## src/rtl/serial_parity_rx.sv

```systemverilog
// serial_parity_rx: receives one serial frame at a time and checks it.
//   Frame: start(0), DATA_BITS data bits LSB-first, parity bit, stop(1).
//   Only edges with bit_valid=1 advance the receiver.
// Ports:
//   clk        - single clock, rising edge
//   rst        - synchronous active-high reset
//   bit_valid  - qualifies bit_in
//   bit_in     - serial line value
//   data_out   - data bits of the last completed frame
//   data_valid - one-cycle pulse after a frame's stop bit is accepted
//   parity_err - parity mismatch in the last completed frame
//   frame_err  - stop bit was 0 in the last completed frame
//   busy       - receiver is inside a frame (state != IDLE)
module serial_parity_rx #(
  parameter int DATA_BITS  = 8,
  parameter bit ODD_PARITY = 1'b0
) (
  input  logic                 clk,
  input  logic                 rst,
  input  logic                 bit_valid,
  input  logic                 bit_in,
  output logic [DATA_BITS-1:0] data_out,
  output logic                 data_valid,
  output logic                 parity_err,
  output logic                 frame_err,
  output logic                 busy
);

  localparam int            CW   = $clog2(DATA_BITS + 1);
  localparam logic [CW-1:0] LAST = CW'(DATA_BITS - 1);

  typedef enum logic [1:0] {IDLE, DATA, PARITY, STOP} state_t;

  state_t               state, state_nxt;
  logic [DATA_BITS-1:0] shadow;
  logic [CW-1:0]        cnt;
  logic                 par;

  always_ff @(posedge clk) begin
    if (rst) state <= IDLE;
    else     state <= state_nxt;
  end

  always_comb begin
    state_nxt = state;
    if (bit_valid) begin
      case (state)
        IDLE:    if (!bit_in) state_nxt = DATA;
        DATA:    if (cnt == LAST) state_nxt = PARITY;
        PARITY:  state_nxt = STOP;
        STOP:    state_nxt = IDLE;
        default: state_nxt = IDLE;
      endcase
    end
  end

  assign busy = (state != IDLE);

  // Data bits enter at the MSB and walk down, so after DATA_BITS shifts the
  // first received bit sits at bit 0.
  always_ff @(posedge clk) begin
    if (rst) begin
      shadow     <= '0;
      cnt        <= '0;
      par        <= 1'b0;
      data_out   <= '0;
      data_valid <= 1'b0;
      parity_err <= 1'b0;
      frame_err  <= 1'b0;
    end else begin
      data_valid <= 1'b0;
      if (bit_valid) begin
        case (state)
          IDLE: if (!bit_in) begin
            shadow <= '0;
            cnt    <= '0;
            par    <= 1'b0;
          end
          DATA: begin
            shadow <= {bit_in, shadow[DATA_BITS-1:1]};
            par    <= par ^ bit_in;
            cnt    <= cnt + CW'(1);
          end
          PARITY: par <= par ^ bit_in;
          STOP: begin
            // A bad stop bit still completes the frame; it is only flagged.
            data_out   <= shadow;
            parity_err <= par ^ ODD_PARITY;
            frame_err  <= ~bit_in;
            data_valid <= 1'b1;
          end
          default: ;
        endcase
      end
    end
  end

endmodule

```

## config.mk

```make
export PLATFORM = sky130hd
export DESIGN_NAME = serial_parity_rx
export DESIGN_NICKNAME = d
export VERILOG_FILES = /design/src/rtl/serial_parity_rx.sv
export SDC_FILE = /design/constraint.sdc
export NUM_CORES = 1
export LEC_CHECK = 0
export CAP_MARGIN = 20
export CORE_ASPECT_RATIO = 1.5
export CORE_MARGIN = 3
export CORE_UTILIZATION = 45
export DETAILED_ROUTE_END_ITERATION = 16
export GPL_TIMING_DRIVEN = 0
export PLACE_DENSITY = 0.73
export SLEW_MARGIN = 20
export SYNTH_ARGS = -nofsm -noshare
export SYNTH_HDL_FRONTEND = slang
export SYNTH_SLANG_ARGS = --single-unit
```

## constraint.sdc

```tcl
create_clock -name clk -period 2.2 [get_ports clk]
set_clock_uncertainty 0.2 [all_clocks]
set_input_delay 0.22 -clock clk [delete_from_list [all_inputs] [get_ports clk]]
set_output_delay 0.22 -clock clk [all_outputs]
set_load 0.05 [all_outputs]
```

After elaboration in Yosys (flattened, before gate mapping)
Index checks and enable logic that the tools add are counted.
{"block": "totals", "reg_bits": 26, "inputBits": 4, "output_inout_bits": 12, "wordCells": 38}
{"block": "classes", "add_sub_neg": 1, "n_eq_ne": 6, "muxes": 10, "n_bitwise": 3, "reduce_logical": 10}
{"operator": "$pmux W8 S2", "count": 1}
{"operator": "$reduce_and A3 Y1", "count": 3}
{"operator": "$mux W8", "count": 1}
{"operator": "$pmux W2 S4", "count": 1}
{"operator": "$pmux W4 S2", "count": 1}
{"operator": "$reduce_bool A2 Y1", "count": 3}
{"operator": "$add A4 B1 Y4 const B", "count": 1}
{"operator": "$eq A2 B2 Y1 const B", "count": 2}
{"operator": "$eq A4 B3 Y1 const B", "count": 1}
{"operator": "$mux W2", "count": 2}
{"operator": "$mux W4", "count": 1}
{"operator": "$ne A2 B2 Y1 const B", "count": 2}
{"operator": "$reduce_or A2 Y1", "count": 2}
{"operator": "$eq A2 B1 Y1 const B", "count": 1}
{"operator": "$logic_not A2 Y1", "count": 1}
{"operator": "$mux W1", "count": 2}
{"operator": "$not A1 Y1", "count": 2}
{"operator": "$pmux W1 S2", "count": 1}
{"operator": "$reduce_and A2 Y1", "count": 1}
{"operator": "$xor A1 B1 Y1", "count": 1}

Longest topological paths before layout
Gate-level depths: netlist of the first run.
{"block": "logic_depth", "ltp_word": 4, "ltp_mapped": 6}

Worst setup path after synthesis of the first run
Ideal clock, no wire load.
{"block": "synth_timing", "path_type": "reg-to-reg", "from": "register state[0]", "to": "register par", "arrival_ps": 1499, "required_ps": 1926, "path_slack_ps": 427, "path_stages_with_launch": 6, "n_path_buf": 0, "synth_period_minus_slack_ps": 1773, "cell_sequence": "dfxtp_1 -> inv_1 -> ha_1 -> a21bo_2 -> or4_1 -> a31oi_1"}
{"block": "synth_via", "elab_chain_len": 4}
{"element": "from (decl)", "line": "34", "text": "state_t state, state_nxt;"}
{"element": "from (signal assigned)", "line": "41", "text": "else state <= state_nxt;"}
{"element": "$eq A2 B2 Y1 / $eq A2 B1 Y1 (equally long branches)", "line": "73", "text": "case (state)"}
{"element": "$reduce_or A2 Y1 (no line)"}
{"element": "$reduce_bool A2 Y1 (no line)"}
{"element": "$reduce_and A3 Y1 (no line)"}
{"element": "to (signal assigned)", "line": "81", "text": "par <= par ^ bit_in;"}
{"element": "to (signal assigned)", "line": "84", "text": "PARITY: par <= par ^ bit_in;"}
{"element": "to (decl)", "line": "37", "text": "logic par;"}
Parallel ways exist; a longest one is shown, timed or not.
A chain may end at the register's enable or synchronous reset.

Worst setup path in the final report of the first run
{"block": "layout_timing", "from": "register state[0]", "to": "output port busy"}
{"block": "layout_via", "elab_chain_len": 1}
{"element": "$reduce_bool A2 Y1", "line": "57", "text": "assign busy = (state != IDLE);"}
{"element": "to (decl)", "line": "26", "text": "output logic busy"}
Every way passes these cells.

==> results.toml, run 1 <==
[yosys]
syn_avg_cell_area_um2 = 8.54
yosys_warnings = 0
ys_types = 23
synth_edf_count = 0
synthFlopType = "dfxtp_1"
synthCells = 127
yosysMostFrequentCell = "dfxtp_1"
yosys.area.top_type = "dfxtp_1"
ys_seq_elements = 26
netlist_area_um2 = 1080
ys_seq_area_frac = 0.480
syn-num-nets = 137
async_reset_ff_frac = 0
synth_area_leaders = "dfxtp_1 48%, a21oi_1 9.2%, ha_1 6.9%"
synth_top_area_frac = 0.480
synthTopCellsByCount = "26 x dfxtp_1, 20 x a21oi_1, 20 x nand2_1, 10 x o21ai_1, 9 x nand3_1"

[run]
drv_cap = 0

[floorplan]
dieHeight_um = 66.1
io_pins = 16
rows = 21
die_x_um = 46.1
coreArea_um2 = 2260
initial_core_util = 0.480
die_area_um2 = 3050

[final_layout]
area_growth_pct = 17.5
diodes = 0
drive_above_1_share = 0.0417
fill_cells = 213
finalNonFillerCells = 167
fin_util = 0.564
fin_nets = 156

[power_and_ir_drop]
power_frac_clock = 0.237
swShare = 0.288
internal-power_uw = 584
power.density_nw_per_um2 = 643
power_frac_seq = 0.593
p_leak_nw = 0.432
switching_power_uw = 236
vdd_drop_max_v = 0.000378
p_comb_frac = 0.169

[drt]
vias = 917
drt_iter0_markers = 23
drtAntennaViolNets = 0
wl_per_cell_um = 12.6
drt-vias-per-instance = 5.49
routed_wl_um = 2100
drc = 0
drt-pass1-iter-count = 4

[worst_setup_path]
r2r_slack_ns = 0.29
worst_ep_required_time_ns = 1.78
crit_path_max_fanout = 4
ff2ff_path_depth = 6
rr_endpoint = "cnt[0]"
worst_setup_path_start_kind = "flip-flop"
cp.arrival_ns = 1.65
endpoint_kind = "output port"
r2r-start = "state[0]"
crit_type = "flip-flop to output port"

[placement]
numPortBuffers = 14
place.gp.congestion = 0.740
place_hpwl_um = 1520
dp_cells = 164
post-place-ws_ns = 0.205

[run_status]
outcome = "completed"

[clock_tree]
cts.hold.buffers_added = 0
cts_buffers = 3
cts_tree = "yes"
clk_pin_slew_ns = 0.13
clock_sinks = 26
htree_levels = 1
clockBufferDepth = 2
ctsRootBufferMaster = "clkbuf_4"
clkLatencyLatePin_ns = 0.32

[hold_path]
hold_path_startpoint = "rst"
min_path_cells = 2
hp-class = "input port to flip-flop"
hold_end = "frame_err"

[timing]
setup_viol = 0
finalHoldViolations = 0
whs_ns = 0.111
slew_viol_final = 0
slew_headroom = 0.669
worst_slew_pin_slew_ns = 0.495
fmax_mhz = 482
fin_ws_ns = 0.127
fin_crit_ns = 2.07
setup_tns_ns = 0
rsz0062_at_grt = "no"
period_share = 0.942

[global_routing]
grt_pass1_vias = 897
grt_start_max_net_pins = 14
grt_pass1_wl_um = 3690
antenna_found_initial = 0
grt-ovfl-total = 0
track_usage = 0.159
[state kept, by name, indices dropped and copies added, names as in the netlist]
name        cells
cnt             4
data_out        8
data_valid      1
frame_err       1
par             1
parity_err      1
shadow          8
state           2
[timing repair]
action	4_1_cts	5_1_grt
gates resized for setup	1	0
setup buffers	0	0
endpoints found under the setup margin	1	0
hold endpoints to repair	0	0
[power by group through the flow]
stage | logic, mW | registers, mW | clock network (mW)
final | 0.139 | 0.486 | 0.195
after detailed placement | 0.142 | 0.497 | 0
after floorplan | 0.103 | 0.496 | 0
after global routing | 0.153 | 0.488 | 0.221
after global placement | 0.140 | 0.497 | 0
after CTS | 0.140 | 0.487 | 0.201
[worst max-delay path by stage]
stage | startpoint | end | slack (ns) | cells past startpoint
2_1_floorplan | state[0] | par | 0.43 | 5
3_3_place_gp | state[0] | busy | 0.22 | 4
3_5_place_dp | state[0] | busy | 0.20 | 4
4_1_cts | state[0] | busy | 0.11 | 4
5_1_grt | state[0] | busy | 0.03 | 4
6_report | state[0] | busy | 0.13 | 4
[final cells by class]
cell class	instances	area [um2]	share of cell area
Multi-Input combinational cell	91	526	0.412
Sequential cell	26	520	0.408
Timing Repair Buffer	14	139	0.109
Tap cell	23	28.8	0.0226
Buffer	7	27.5	0.0216
Clock buffer	3	22.5	0.0177
Inverter	3	11.3	0.00883
[per-stage QoR]
stage | cell area (um2) | total power [mW]
floorplan | 1080 | 0.599
global placement | 1250 | 0.636
detailed placement | 1250 | 0.639
CTS | 1270 | 0.827
global route | 1270 | 0.862
finish | 1270 | 0.820
[worst max-delay path: stages, from the launching register on]
cell and delay, ns:
dfxtp_1 0.40, inv_1 0.10, ha_1 0.25, inv_1 0.06
dlygate4sd2_1 0.52
[per-layer routing]
layer,global-route usage,up-vias,wire [um]
met5,0,-,0
met4,0.0534,0,33
met3,0.0245,5,50
met2,0.271,12,1090
met1,0.194,422,934
li1,-,478,-
[layout by cell type (no fill, tap or decap), types with 5 or more instances in the layout]
cell type,n
a21oi_1,20
clkbuf_1,6
clkdlybuf4s50_1,13
dfxtp_1,26
ha_1,6
nand2_1,20
nand2b_1,5
nand3_1,9
o21ai_1,10
[cells by family (layout without fill, tap and decap cells)]
| logic type | after synthesis | in the layout | share of synthesized area |
|---|---|---|---|
| fa+ha+maj | 6 | 6 | 0.0692 |
| compound gates | 40 | 40 | 0.209 |
| mux | 2 | 2 | 0.0185 |
| simple gates | 43 | 43 | 0.188 |
| flops | 26 | 26 | 0.480 |
| buf+inv | 10 | 27 | 0.0357 |
Note: power is estimated with default switching activity, not from simulation.
==> run 2: changes to the inputs <==
CORE_UTILIZATION = 50   (was 45)
PLACE_DENSITY = 0.79   (was 0.73)
==> run 2 against run 1 <==
  * Non-clock buffer count unchanged
  * Fmax fell by 0.63%
  * Worst hold slack worse by 0.0088 ns
  * Register-to-register slack hardly changed
  * Final cell count unchanged
  * Count of clock-buffer cells in the layout grew 1
  * Sequential power about the same
  * Die area down 8.9%
  * Wire length is 2.7% higher
  * Highest routed layer unchanged
==> results.toml, run 2 (synthesis gave the netlist of run 1 again) <==
[final_layout]
reg_top3 = "data_out: 8 flops, shadow: 8 flops, cnt: 4 flops"
fin_util = 0.627
multiInputGateArea_um2 = 526
layout_common_cells = "26 x dfxtp_1, 20 x nand2_1, 20 x a21oi_1, 13 x clkdlybuf4s50_1, 10 x o21ai_1"
fin_nets = 156
drive_above_1_share = 0.0483
seq_area_um2 = 520
final_common_cell = "dfxtp_1"
diodes = 0
fill_cells = 184
area_growth_pct = 18.7

[timing]
finalHoldViolations = 0
fmax_mhz = 479
fin_ws_ns = 0.114
period_share = 0.948
slew_headroom = 0.669
worst_slew_pin_slew_ns = 0.494
fin_crit_ns = 2.09
setup_tns_ns = 0
whs_ns = 0.102
slew_viol_final = 0
setup_viol = 0
rsz0062_at_grt = "no"

[worst_setup_path]
crit_top_cell = "inv_1"
cp_slowest_stage_delay_ns = 0.52
crit_type = "flip-flop to output port"
cp_num_buf_inv = 3
critical_path.startpoint = "state[0]"
crit_path_cell_trace = "inv_1, ha_1, inv_1, dlygate4sd2_1"
r2r-start = "state[0]"
worst_setup_path_start_kind = "flip-flop"
worst_path_max_delay_cell = "dlygate4sd2_1"
crit_path_max_fanout = 4
endpoint_kind = "output port"
worst_ep_required_time_ns = 1.78
cpLargestDelayFamily = "buffers and inverters"
cp.arrival_ns = 1.67

[drt]
vias = 956
drtAntennaViolNets = 0
routed_wl_um = 2160
drc = 0
drt_iter0_markers = 24
drt-pass1-iter-count = 4
wl_per_cell_um = 12.9
drt-vias-per-instance = 5.72

[placement]
post-place-ws_ns = 0.202
numPortBuffers = 14
place_hpwl_um = 1580
place.gp.congestion = 0.741

[power_and_ir_drop]
vdd_drop_max_v = 0.000386
power.density_nw_per_um2 = 672
p_leak_nw = 0.439

[floorplan]
dieHeight_um = 63.0
die_x_um = 44.0
rows = 20
die_area_um2 = 2780
coreArea_um2 = 2050
initial_core_util = 0.529
io_pins = 16

[run_status]
outcome = "completed"

[clock_tree]
cts_buffers = 3
clk_pin_slew_ns = 0.14
ctsRootBufferMaster = "clkbuf_4"
clockBufferDepth = 2
clkLatencyLatePin_ns = 0.32
cts_tree = "yes"
htree_levels = 1
post_cts.repair.setup_buffers = 0
clock_sinks = 26

[global_routing]
grt-ovfl-total = 0
grt_pass1_wl_um = 3770
grt_pass1_vias = 885
antenna_found_initial = 0
grt_start_max_net_pins = 15
track_usage = 0.172

[hold_path]
hp-class = "input port to flip-flop"
hold_path_startpoint = "rst"

[run]
drv_cap = 0
-- run 2: changes by cell type in the layout (fill, tap and decap cells not counted), sizes merged --
cell / before / now
clkbuf: 9 / 10
-- run 2: worst register-to-register path, cell delays in order (launching register included) --
cell,delay [ns]
dfxtp_1,0.42
inv_1,0.10
ha_1,0.25
a21bo_2,0.25
or4_1,0.47
a31oi_1,0.17
-- run 2: metal layers --
metal | up-vias | global-route usage | share of wire
met5 | - | 0 | 0
met4 | 0 | 0.0679 | 0.018
met3 | 5 | 0.0259 | 0.037
met2 | 23 | 0.301 | 0.52
met1 | 450 | 0.201 | 0.42
li1 | 478 | - | -
-- run 2: area by class of cell --
cell class | count | area share
plain buffers | 7 | 0.0214
well taps | 22 | 0.0214
flip-flops and latches | 26 | 0.404
repair buffers | 14 | 0.108
multi-input cells | 91 | 0.408
inverters | 3 | 0.00875
clock buffers | 4 | 0.0282
-- run 2: final timing paths --
check | endpoint | slack (ns) | cells after the start
worst max-delay path | busy | 0.11 | 4
worst min-delay path | frame_err | 0.10 | 2
worst max register to register | par | 0.29 | 5
worst min register to register | data_out[3] | 0.26 | 2
-- run 2: metrics by stage --
stage	instance area (um2)	std cells	power, mW
floorplan	1080	127	0.599
global placement	1250	163	0.635
detailed placement	1250	163	0.640
CTS	1290	167	0.867
global route	1290	167	0.906
finish	1290	167	0.865
-- run 2: power by group --
group,switching [mW],internal [mW]
Sequential,0.00820,0.479
Combinational,0.0992,0.0412
Clock,0.137,0.101
-- run 2: what timing repair did --
item | 4_1_cts | 5_1_grt
hold buffers | 0 | 0
resized for setup | 1 | 0
setup endpoints to repair | 1 | 0
endpoints found under the hold margin | 0 | 0
==> run 3: changes to the inputs <==
CORE_UTILIZATION = 46   (was 50)
CTS_CLUSTER_SIZE = 12   (was default)
PLACE_DENSITY = 0.77   (was 0.79)
SLEW_MARGIN = 40   (was 20)
clock period = 1.89 ns   (was 2.2 ns; I/O delays follow)
==> run 3 against run 2 <==
  * Sequential share of layout area down 1.3 points
  * Combinational power up 27%
  * Global-route usage down 0.73 points
  * Worst hold slack worse by 0.048 ns
  * First-iteration DRC count down 8.3%
  * Wire length down 0.32%
  * Sequential power up 17%
  * Setup slack worse by 0.062 ns
  * Total power up 19%
  * Final area up 3.7%
==> results.toml, run 3 (synthesis gave the netlist of run 1 again) <==
[floorplan]
rows = 20
initial_core_util = 0.510
io_pins = 16
die_area_um2 = 2990
dieHeight_um = 65.5
coreArea_um2 = 2130
die_x_um = 45.7

[drt]
drt-pass1-iter-count = 4
drc = 0
wl_per_cell_um = 12.8
routed_wl_um = 2150
drtAntennaViolNets = 0
vias = 950
drt_iter0_markers = 22
drt-vias-per-instance = 5.65

[run]
drv_cap = 0

[worst_setup_path]
cp.arrival_ns = 1.45
critical_path.startpoint = "data_valid"
rr_endpoint = "par"
cp_num_buf_inv = 1
cpLargestDelayFamily = "buffers and inverters"
worst_ep_required_time_ns = 1.50
crit_path_max_fanout = 1
worst_setup_path_start_kind = "flip-flop"
cp_slowest_stage_delay_ns = 0.79
r2r_slack_ns = 0.07
worst_path_max_delay_cell = "clkdlybuf4s50_1"
endpoint_kind = "output port"
r2r-start = "state[0]"
crit_type = "flip-flop to output port"
crit_cells = 1
ff2ff_path_depth = 5
endpoint = "data_valid"
crit_path_cell_trace = "clkdlybuf4s50_1"

[global_routing]
track_usage = 0.165
antenna_found_initial = 0
grt_pass1_wl_um = 3720
grt_pass1_vias = 866
grt_start_max_net_pins = 15
grt-ovfl-total = 0

[clock_tree]
cts.hold.buffers_added = 0
cts_buffers = 3
cts_tree = "yes"
ctsRootBufferMaster = "clkbuf_4"
clock_sinks = 26
clkLatencyLatePin_ns = 0.33
htree_levels = 1
clockBufferDepth = 2
clk_pin_slew_ns = 0.13

[timing]
rsz0062_at_grt = "yes"
worst_slew_pin_slew_ns = 0.507
fmax_mhz = 544
whs_ns = 0.0538
finalHoldViolations = 0
slew_headroom = 0.662
period_share = 0.972
fin_crit_ns = 1.84
slew_viol_final = 0
fin_ws_ns = 0.0526
setup_viol = 0

[placement]
numPortBuffers = 14
postPlaceCellArea_um2 = 1250
post-place-ws_ns = -0.0864
place_hpwl_um = 1580
place.gp.congestion = 0.784

[power_and_ir_drop]
vdd_drop_max_v = 0.000402
p_leak_nw = 0.637
power.density_nw_per_um2 = 770

[final_layout]
fin_util = 0.628
diodes = 0
layout_common_cells = "24 x dfxtp_1, 20 x nand2_1, 20 x a21oi_1, 10 x o21ai_1, 10 x dlymetal6s2s_1"
drive_above_1_share = 0.103
finalInstanceArea_um2 = 1340
reg_top3 = "data_out: 8 flops, shadow: 8 flops, cnt: 4 flops"
area_growth_pct = 23.1
final_common_cell = "dfxtp_1"
fin_nets = 157

[run_status]
outcome = "completed"

[hold_path]
min_path_cells = 2
hold_path_startpoint = "rst"
hp-class = "input port to flip-flop"
==> run 3: stage by stage <==
stage	std cells	setup TNS (ns)	power [mW]
final	168	0	1.03
after global routing	168	-0.00477	1.08
after CTS	167	0	1.02
after detailed placement	163	-0.0864	0.745
after global placement	163	-0.0549	0.740
after floorplan	127	0	0.698
==> run 3: layout make-up <==
type	instances	area (um2)
Clock buffer	4	36.3
Multi-Input combinational cell	91	537
Fill cell	180	792
Sequential cell	26	523
Tap cell	22	27.5
Timing Repair Buffer	15	168
Inverter	3	11.3
Buffer	7	32.5
==> run 3: how the worst min path moves through the flow <==
stage	end
3_3_place_gp	data_out[3]
3_5_place_dp	data_out[0]
4_1_cts	frame_err
5_1_grt	frame_err
6_report	frame_err
2_1_floorplan	frame_err
==> run 3: per-layer routing <==
| layer | global-route usage | routed length, um | part of all wire |
|---|---|---|---|
| met1 | 0.198 | 889 | 0.41 |
| met2 | 0.276 | 1110 | 0.52 |
| met3 | 0.0247 | 107 | 0.050 |
| met4 | 0.0769 | 44 | 0.020 |
| met5 | 0 | 0 | 0 |
==> run 3: what timing repair did <==
| action | CTS | global route |
|---|---|---|
| buffers inserted | 0 | 1 |
| resized for setup | 7 | 18 |
| cloned | 0 | 0 |
| endpoints found under the setup margin | 3 | 23 |
==> run 3: power by group <==
part	switching (mW)	leakage (nW)	internal (mW)
combinational	0.120	0.405	0.0579
sequential	0.00907	0.211	0.559
clock	0.164	0.0210	0.118
==> variant: new RTL, flow settings as in run 2 <==
Make the reset (`rst`) asynchronous in 2 clocked blocks. Comments in the files are not updated.
--- a/src/rtl/serial_parity_rx.sv
+++ b/src/rtl/serial_parity_rx.sv
@@ -38,3 +38,3 @@
 
-  always_ff @(posedge clk) begin
+  always_ff @(posedge clk or posedge rst) begin
     if (rst) state <= IDLE;
@@ -60,3 +60,3 @@
   // first received bit sits at bit 0.
-  always_ff @(posedge clk) begin
+  always_ff @(posedge clk or posedge rst) begin
     if (rst) begin
Behaviour: differs if rst is asserted again (counterexample within 4 cycles, from zero or initial values and one cycle with rst high); with rst held inactive, the same outputs for 10 cycles.
==> variant against run 2 <==
Sequential cell count did not move; hold slack improved by 0.10 ns; cell area rose by 3.7%; non-clock buffer count fell by 3; synthesized area rose by 5.1%; worst setup slack improved by 0.18 ns; wire length fell by 19%; register-to-register slack improved by 0.03 ns; largest cell class is now flip-flops and latches.
Power is not compared: it rests on default switching activity, and its combinational part moved more than twofold at a synthesized area within 25%.
==> variant: results (changes against run 2) <==
* Slew Limit Fails: 0 (unchanged)
* Top post-synthesis cells by count: sky130_fd_sc_hd__dfrtp_1, sky130_fd_sc_hd__mux2_2, sky130_fd_sc_hd__a22o_1, sky130_fd_sc_hd__ha_1, sky130_fd_sc_hd__inv_1 (was sky130_fd_sc_hd__dfxtp_1, sky130_fd_sc_hd__a21oi_1, sky130_fd_sc_hd__nand2_1, sky130_fd_sc_hd__o21ai_1, sky130_fd_sc_hd__nand3_1)
* ANT cells: 0 (unchanged)
- The kind of cell with the highest combined delay on the critical path was buffers and inverters (unchanged).
- The first-pass GRT wire length is 3050 um (was 3770 um).
- The HPWL reported at the end of detailed placement is 1330 um (was 1580 um).
- Data arrival time of the critical path: 1.49 ns (was 1.67 ns)
- Maximum VDD drop: 0.000745 V
* Largest registers ranked by flip-flop count: data_out x8, shadow x8, cnt x4 (unchanged)
- Global-route usage over all layers: 13.9% (was 17.2%)
* Leakage: roughly 0.67 nW
- Total placed cells including tap cells: 121 (was 163)
* First-pass iteration count of the detailed router: 4 (unchanged)
- The CTS tree is built (unchanged).
- The post-synthesis cell count was 84 (was 127).
* Net count of the mapped netlist: 95 (was 137)
- Rows: 20 (unchanged)
- Routed vias/inst: 5.81 (was 5.72)
- The number of violations reported at the end of detailed-routing iteration 0 is 9 (was 24).
* Type of the tightest min-delay check: in -> async (was in -> reg)
* Number of clock buffers inserted by TritonCTS: 3 (unchanged)
- Highest fanout seen on the critical path: 2 (was 4)
- The number of antenna violations at the first check in global routing came to 0 (unchanged).
* Number of unique standard cell types used by synthesis: 26 (was 23)
- Synth top area cells: sky130_fd_sc_hd__dfrtp_1, sky130_fd_sc_hd__mux2_2, sky130_fd_sc_hd__ha_1 (was sky130_fd_sc_hd__dfxtp_1, sky130_fd_sc_hd__a21oi_1, sky130_fd_sc_hd__ha_1)
* Async set-or-reset flop fraction in the synthesized netlist: 100% (was 0%)
- The fraction of layout instances using a drive strength above 1 is 21.6% (was 4.83%).
- Setup slack after placement: 0.175 ns (was 0.202 ns)
- Buffers on Ports: 15 (was 14)
- Number of warnings reported in the yosys synthesis log: 0 (unchanged)
* Worst-Skew Late Latency: roughly 0.31 ns
- Final weighted congestion in routability-driven placement: 0.755 (was 0.741)
- Detailed Route WL: 1750 um (was 2160 um)
* Clock H-tree levels: 1 (unchanged)
- Result of the run: complete, no violations (unchanged)
* Critical Path Slowest Stage Cell: sky130_fd_sc_hd__clkdlybuf4s50_1 (was sky130_fd_sc_hd__dlygate4sd2_1)
- The instance area after placement is 1320 um2 (was 1250 um2).
* Root buf cell: sky130_fd_sc_hd__clkbuf_4 (unchanged)
- Clock Tree Buf Depth: 2 (unchanged)
- Crit path largest cell delay: 0.80 ns (was 0.52 ns)
- Pin count of the biggest net entering global routing: 27 (was 15)
- Clock transition at path regs: 0.12 ns (was 0.14 ns)
- The sequential cell area fraction in the yosys report came to 57.1% (was 48.0%).
- Number of post-CTS setup repair buffers: 0 (unchanged)
- The worst slew margin relative to its limit was 37.7% (was 66.9%).
* Post-DR wirelength/cell: 14.1 um (was 12.9 um)
## variant: cells by family (layout without fill, tap and decap cells)
family          Yosys count  after routing  synth area share [%]
fa+ha+maj                 7              7                  7.68
compound gates           19             19                  13.8
simple gates             12             12                  6.15
buf+inv                   8             26                  3.51
mux                      12             12                  11.7
flops                    26             26                  57.1
## variant: where the power goes
group | switching [W] | total, W | internal [W]
combinational | 0.000495 | 0.000839 | 0.000344
clock | 0.000121 | 0.000185 | 0.0000639
sequential | 0.000110 | 0.000740 | 0.000629
## variant: what timing repair did
item | CTS | global route
hold endpoints to repair | 0 | 0
endpoints found under the setup margin | 1 | 1
resized for setup | 1 | 2
## variant: layout make-up
cell class / count / area, um2
repair buffers: 15 / 145
fillers: 180 / 767
flip-flops and latches: 26 / 651
plain buffers: 3 / 21.3
clock buffers: 3 / 22.5
inverters: 5 / 18.8
multi-input cells: 50 / 449
well taps: 22 / 27.5
## variant: worst paths after layout
path                        startpoint     endpoint  slack, ns  depth (start not counted)
setup / recovery           data_out[6]  data_out[6]       0.29                          1
hold / removal                     rst    frame_err       0.21                          2
setup reg to reg              state[0]     state[1]       0.32                          5
hold reg to reg                    par          par       0.30                          1
max in group asynchronous          rst  data_out[3]       1.02                          2
min in group clk                   par          par       0.30                          1
## variant: metal layers
metal | vias to the layer above | global-route usage [%] | part of all wire (%) | wire length (um)
li1 | 342 | - | - | -
met1 | 360 | 15.6 | 41 | 724
met2 | 14 | 24.5 | 53 | 922
met3 | 5 | 2.78 | 4.5 | 79
met4 | 0 | 5.49 | 1.4 | 25
met5 | - | 0 | 0 | 0
